### src/rtl/cpu_bus_pkg.sv
// Shared definitions for the CPU internal data bus: arbiter state encoding
// and the default bus width.
package cpu_bus_pkg;

  typedef enum logic [1:0] {
    IDLE = 2'b00,
    OWN0 = 2'b01,
    OWN1 = 2'b10
  } state_t;

  localparam int BUS_WIDTH = 8;

endpackage

### src/rtl/eight_bit_mux.sv
// 2:1 byte mux feeding the internal data bus; control=0 passes in1, control=1 passes in2.
module eight_bit_mux #(
  parameter int WIDTH = 8
) (
  input  logic             control,
  input  logic [WIDTH-1:0] in1,
  input  logic [WIDTH-1:0] in2,
  output logic [WIDTH-1:0] out
);

  assign out = control ? in2 : in1;

endmodule

### src/rtl/bus_arbiter.sv
// Round-robin owner of the internal data bus with a per-grant beat quota and a
// registered valid/ready output stage towards the downstream write port.
module bus_arbiter
  import cpu_bus_pkg::*;
#(
  parameter int WIDTH     = BUS_WIDTH,
  parameter int MAX_BEATS = 4
) (
  input  logic             clk,
  input  logic             reset,
  input  logic             req0,
  input  logic [WIDTH-1:0] data0,
  output logic             ack0,
  input  logic             req1,
  input  logic [WIDTH-1:0] data1,
  output logic             ack1,
  output logic             sel,
  output logic [WIDTH-1:0] out_data,
  output logic             out_valid,
  input  logic             out_ready,
  output logic             busy
);

  localparam int CW = $clog2(MAX_BEATS + 1);
  localparam logic [CW-1:0] LAST_BEAT = CW'(MAX_BEATS - 1);

  state_t          state, state_next;
  logic [CW-1:0]   count, count_next;
  logic            last_served, last_served_next;
  logic            sel_next;
  logic            space;
  logic            ack;
  logic            owner_req;
  logic            other_req;
  logic            owner_id;
  state_t          other_state;
  logic [WIDTH-1:0] mux_out;

  eight_bit_mux #(
    .WIDTH(WIDTH)
  ) u_mux (
    .control(sel),
    .in1    (data0),
    .in2    (data1),
    .out    (mux_out)
  );

  // State register together with the beat counter and output stage.
  always_ff @(posedge clk or posedge reset) begin
    if (reset) begin
      state       <= IDLE;
      sel         <= 1'b0;
      count       <= '0;
      last_served <= 1'b1;
      out_data    <= '0;
      out_valid   <= 1'b0;
    end else begin
      state       <= state_next;
      sel         <= sel_next;
      count       <= count_next;
      last_served <= last_served_next;
      if (ack) begin
        out_data  <= mux_out;
        out_valid <= 1'b1;
      end else if (out_ready) begin
        out_valid <= 1'b0;
      end
    end
  end

  assign owner_id    = (state == OWN1);
  assign owner_req   = owner_id ? req1 : req0;
  assign other_req   = owner_id ? req0 : req1;
  assign other_state = owner_id ? OWN0 : OWN1;

  always_comb begin
    state_next       = state;
    count_next       = count;
    last_served_next = last_served;
    case (state)
      IDLE: begin
        if (req0 && req1) begin
          state_next = last_served ? OWN0 : OWN1;
        end else if (req0) begin
          state_next = OWN0;
        end else if (req1) begin
          state_next = OWN1;
        end
      end
      OWN0, OWN1: begin
        // An owner dropping req, with or without a beat in flight, gives up the bus.
        if (!owner_req) begin
          state_next       = other_req ? other_state : IDLE;
          last_served_next = owner_id;
          count_next       = '0;
        end else if (ack) begin
          if (count == LAST_BEAT) begin
            count_next = '0;
            if (other_req) begin
              state_next       = other_state;
              last_served_next = owner_id;
            end
          end else begin
            count_next = count + 1'b1;
          end
        end
      end
      default: state_next = IDLE;
    endcase
    // sel follows the owner on entry and holds its last value while idle.
    case (state_next)
      OWN0:    sel_next = 1'b0;
      OWN1:    sel_next = 1'b1;
      default: sel_next = sel;
    endcase
  end

  always_comb begin
    space = !out_valid || out_ready;
    ack0  = (state == OWN0) && req0 && space;
    ack1  = (state == OWN1) && req1 && space;
    ack   = ack0 || ack1;
    busy  = (state != IDLE);
  end

endmodule

### config.mk
export PLATFORM = sky130hd
export DESIGN_NAME = bus_arbiter
export DESIGN_NICKNAME = d
export VERILOG_FILES = /design/src/rtl/cpu_bus_pkg.sv /design/src/rtl/eight_bit_mux.sv /design/src/rtl/bus_arbiter.sv
export SDC_FILE = /design/constraint.sdc
export NUM_CORES = 1
export LEC_CHECK = 0
export ABC_AREA = 1
export CAP_MARGIN = 20
export CORE_MARGIN = 1.5
export CORE_UTILIZATION = 48
export DETAILED_ROUTE_END_ITERATION = 10
export GPL_ROUTABILITY_DRIVEN = 0
export PLACE_DENSITY = 0.84
export SLEW_MARGIN = 20
export SYNTH_ARGS = -nofsm -noshare
export SYNTH_HDL_FRONTEND = slang
export SYNTH_SLANG_ARGS = --single-unit
### constraint.sdc
create_clock -name clk -period 3.8 [get_ports clk]
set_clock_uncertainty 0.1 [all_clocks]
set_input_delay 0.57 -clock clk [delete_from_list [all_inputs] [get_ports clk]]
set_output_delay 0.57 -clock clk [all_outputs]
set_load 0.01 [all_outputs]
==> flow_metrics.tcl <==
set metrics [dict create \
    synth_top_cells_by_count "nand2_1, inv_1, dfrtp_1" \
    critPathSlowestCell "clkdlybuf4s50_1" \
    antenna_found_initial 0 \
    drive_gt1_frac 0.1394 \
    cts_max_level 1 \
    drt-vias-per-instance 4.635 \
    grt_pass1_vias 857 \
    yosys.area.top_type "dfrtp_1" \
    drv_cap 0 \
    powerDensity_nw_per_um2 654.7 \
    hold_class "register to register" \
    synth_top_family_by_area "simple AND/OR/NAND/NOR gates" \
    vias 890 \
    initial_core_util 0.5083 \
    crit_family "buffers and inverters" \
    period_share 0.6904 \
    synth_top_flop_cell "dfrtp_1" \
    tightest_slew_ns 0.5561 \
    rsz0062_at_grt "false" \
    dp_slack_ns 1.140 \
    final_area_sq_um 1378 \
    syn_area_sq_um 997.2 \
    grt_pass1_wl_microns 3415 \
    io_pins 34 \
    hold_violations 0 \
    yosys_warnings 0 \
    path_clk_slew_ns 0.08 \
    cp_common_cell "clkdlybuf4s50_1" \
    whs_ns 0.3791 \
    synthAdderAreaFrac 0.07528 \
    cts_tree "yes" \
    worstPathCellList "clkdlybuf4s50_1, nand2_2, clkinv_2, nand2_4, inv_1, clkdlybuf4s50_1" \
    synth_seq_area_share 0.4028 \
    avgSynthCellArea_sq_um 7.612 \
    drtPass1Iterations 4 \
    die_x_microns 48.58 \
    finalSetupTns_ns 0 \
    arrival_ns 1.95 \
    maxSlewHeadroom 0.6288 \
    clockBufferDepth 2 \
    slew_viol_final 0 \
    path_buf_inv 4 \
    cts_made_buffers 3 \
    grt-ovfl-total 0 \
    die-area_sq_um 2360 \
    grt_max_degree 19 \
    clock-sinks 16 \
    irDropWorstVdd_mv 0.3480 \
    wl_per_cell_microns 10.60 \
    finalPower_mw 0.9019 \
    postCtsResizedCells 0 \
    ys_async_sr_fraction 1.000 \
    dieHeight_microns 48.58 \
    endpoint_kind "output pin" \
    port-buffer-count 33 \
    synthCells 131 \
    p_leak_nw 0.6862 \
    synth-edff-count 0 \
    post-synth-top-count-cell "nand2_1" \
    hold_buffers 0 \
    muxShareOfSynthArea 0.01129 \
    syn_nets 158 \
    num-nets-final 193 \
    drc 0 \
    setup_ws_ns 1.177 \
    min_period_ns 2.623 \
    crit_type "input pin to output pin" \
    cts_root_buffer "clkbuf_4" \
    required_ns 3.13 \
    synthSimpleGateAreaFrac 0.2434 \
    synth_compound_area_frac 0.1481 \
    place_area_sq_um 1341 \
    start_kind "input pin" \
    drt_iter0_markers 12 \
    path_max_fanout 6 \
    yosys-top-cells-area "dfrtp_1, nand2_1, ha_1, inv_1, o21ai_0" \
    synth_cell_types 24 \
    syn_to_final_growth_pct 38.14 \
    outcome "finished clean" \
    diodes 0 \
    grtUsageTotal 0.1805 \
    insertion_delay_ns 0.27 \
    detail-route-antenna-nets 0 \
    core_sq_um 1962 \
    critical_path.max_stage_delay_ns 0.58 \
    setup_viol 0 \
    wirelength_microns 2035 \
    synth-seq-cells 16 \
    synth-xor-area-share 0 \
    fillers 170 \
    cts_setup_buffers 0 \
    yosysTopAreaCellShare 0.3764 \
    rows 16 \
    fmax_mhz 381.2 \
    hpwl_microns 1673 \
]
==> state kept, by name, indices dropped and copies added, names as in the netlist <==
register	count
out_data	8
last_served	1
sel	1
count	3
out_valid	1
state	2
==> per-layer routing <==
layer / vias to the layer above / track usage / part of all wire
met5: - / 0 / 0
met4: 0 / 0.04762 / 0.0039
met3: 2 / 0.03704 / 0.044
met2: 28 / 0.3264 / 0.51
met1: 391 / 0.2184 / 0.44
li1: 469 / - / -
==> report_power, final <==
part	leakage (nW)	switching [mW]	internal, mW	total (mW)
combinational	0.464	0.257	0.242	0.499
clock	0.0210	0.0468	0.0581	0.105
sequential	0.201	0.0553	0.243	0.298
total	0.686	0.359	0.543	0.902
==> logic make-up (layout without fill, tap and decap cells) <==
kind of cell | count (synthesis) | after routing
AOI/OAI and AO/OA | 26 | 26
adders and majority gates | 6 | 6
buffers and inverters | 29 | 63
DFF | 16 | 16
muxes | 1 | 1
and+or+nand+nor | 53 | 53
==> layout make-up <==
class | count | area (sq um) | share of cell area
Clock buffer | 4 | 36.28 | 0.02634
Timing Repair Buffer | 33 | 330.3 | 0.2398
Tap cell | 27 | 33.78 | 0.02452
Multi-Input combinational cell | 86 | 476.7 | 0.3460
Inverter | 26 | 98.84 | 0.07175
Sequential cell | 16 | 401.6 | 0.2916
==> cell usage in the layout, fill, tap and decap left out, types with 2 or more instances in the layout <==
master / count
clkbuf_4: 3
clkdlybuf4s50_1: 33
dfrtp_1: 15
ha_1: 6
inv_1: 20
inv_2: 5
nand2_1: 34
nand2_2: 3
nand2_4: 2
nand3_1: 6
nor2_1: 6
o21ai_0: 12
o21ai_1: 8
o21ai_2: 2
==> tightest hold or removal path, stage by stage (launching register included) <==
cell and delay, ns:
dfstp_2 0.38, nand2_1 0.05, o21ai_1 0.05
==> metrics by stage <==
stage                     std cells  utilization
after floorplan                 131            -
after global placement          188       0.6837
after detailed placement        188       0.6837
after CTS                       192       0.7022
after global routing            192       0.7022
final                           192       0.7022
==> path summary, 6_finish.rpt <==
kind / start / endpoint / slack [ns] / depth (start not counted)
max reg2reg: state[0] / sel / 1.46 / 13
min in group asynchronous: reset / out_data[2] / 0.54 / 2
min reg2reg: last_served / last_served / 0.38 / 2
max in group asynchronous: reset / last_served / 2.68 / 2
min: last_served / last_served / 0.38 / 2
max: req1 / ack1 / 1.18 / 6
Power figures use the tool's default switching activity.
==> patch (same flow settings) <==
Make the reset (`reset`) synchronous in one clocked block.
--- a/src/rtl/bus_arbiter.sv
+++ b/src/rtl/bus_arbiter.sv
@@ -47,5 +47,5 @@
 
   // State register together with the beat counter and output stage.
-  always_ff @(posedge clk or posedge reset) begin
+  always_ff @(posedge clk) begin
     if (reset) begin
       state       <= IDLE;
Behaviour: differs if reset is asserted again (counterexample within 4 cycles, from zero or initial values and one cycle with reset high); with reset held inactive, the same outputs for 10 cycles.
==> patch against the unedited design <==
  * Core utilization rose by 3.6 points
  * Non-clock buffer count stayed put
  * Sequential cell count unchanged
  * Worst hold slack got worse by 17 ps
  * Die area decreased by 8.9%
  * Setup slack improved by 22 ps
  * Final area is 6.4% lower
  * Wire length rose by 7.9%
  * Area after synthesis shrank 9.4%
  * Sequential share of layout area fell by 4.3 points
  * Global-route usage rose by 5.8 points
Power is not compared: it rests on default switching activity, and its combinational part moved more than twofold at a synthesized area within 25%.
==> patch: results <==
status:
  status: "finished clean"
synth:
  synth_cell_types: 20
  synthMuxAreaShare_pct: 0
  ys_warn_count: 0
  ys_async_sr_fraction_pct: 0
  ys_seq_area_share_pct: 35.5
  syn_inst: 130
  synth_fp_nets: 157
  yosys-top-cells-count: "38 x nand2_1, 16 x dfxtp_1, 15 x inv_1"
  synth-main-ff-cell: "dfxtp_1"
  synth-compound-area-share_pct: 19.1
  synthAdderAreaFrac_pct: 8.31
  synth.area.top_cells: "dfxtp_1 35%, nand2_1 16%, ha_1 8.3%, o21ai_1 7.2%, inv_1 6.2%"
global_route:
  grtUsageMet3_pct: 4.71
  grt_use_met2_pct: 45.8
  grt_max_degree: 20
  grt_usage_pct: 23.9
  grt_pass1_wl_mm: 3.66
  first_global_vias: 901
placement:
  post-dp-hpwl_mm: 1.74
  pre_cts_slack_ps: 1060
setup_path:
  crit_fanout: 5
  cp.arrival_ps: 1930
  r2r_start: "state[0]$_SDFF_PP0_"
  reg2reg_depth: 18
  r2r-end: "sel$_SDFFE_PP0P_"
timing:
  worst_slew_pin_slew_ps: 459
  timing.fmax_mhz: 384
route:
  drt_iter0_drc: 13
  vias: 931
  via_per_inst: 4.93
==> patch: worst max-delay path, stage by stage <==
cell and delay, ps:
clkdlybuf4s50_1 560, nand2_2 90, inv_2 80, nand2_4 60, inv_1 50, clkdlybuf4s50_1 520
==> patch: logic make-up (layout without fill, tap and decap cells) <==
group	count (synthesis)	count (layout)
DFF	16	16
and+or+nand+nor	52	52
AOI/OAI and AO/OA	32	32
adders and majority gates	6	6
buffers and inverters	24	58
==> patch: layer usage <==
metal  vias to the layer above  wire length (um)  part of all wire [%]
met5                         -                 0                     0
met4                         0                 0                     0
met3                         0               116                   5.3
met2                        36              1140                    52
met1                       409               944                    43
li1                        486                 -                     -
==> patch: worst min-delay path by stage <==
stage / start / endpoint / slack (ps) / depth (start not counted)
floorplan: count[2]$_SDFFE_PP0P_ / count[2]$_SDFFE_PP0P_ / 330 / 2
global placement: count[2]$_SDFFE_PP0P_ / count[2]$_SDFFE_PP0P_ / 340 / 2
detailed placement: count[2]$_SDFFE_PP0P_ / count[2]$_SDFFE_PP0P_ / 350 / 2
CTS: count[2]$_SDFFE_PP0P_ / count[2]$_SDFFE_PP0P_ / 360 / 2
global route: count[2]$_SDFFE_PP0P_ / count[2]$_SDFFE_PP0P_ / 390 / 2
finish: count[2]$_SDFFE_PP0P_ / count[2]$_SDFFE_PP0P_ / 360 / 2
==> patch: cell type report <==
cell class,count,area (sq um)
multi-input combinational,90,492
fill,142,457
timing repair buffer,33,330
sequential,16,320
inverter,21,78.8
clock buffer,4,36.3
tap,25,31.3
==> patch: power groups by stage <==
stage	clock, mW	combinational, mW	sequential, mW
floorplan	0	0.132	0.223
global placement	0	0.219	0.226
detailed placement	0	0.227	0.226
CTS	0.111	0.229	0.223
global route	0.121	0.257	0.227
finish	0.109	0.228	0.224
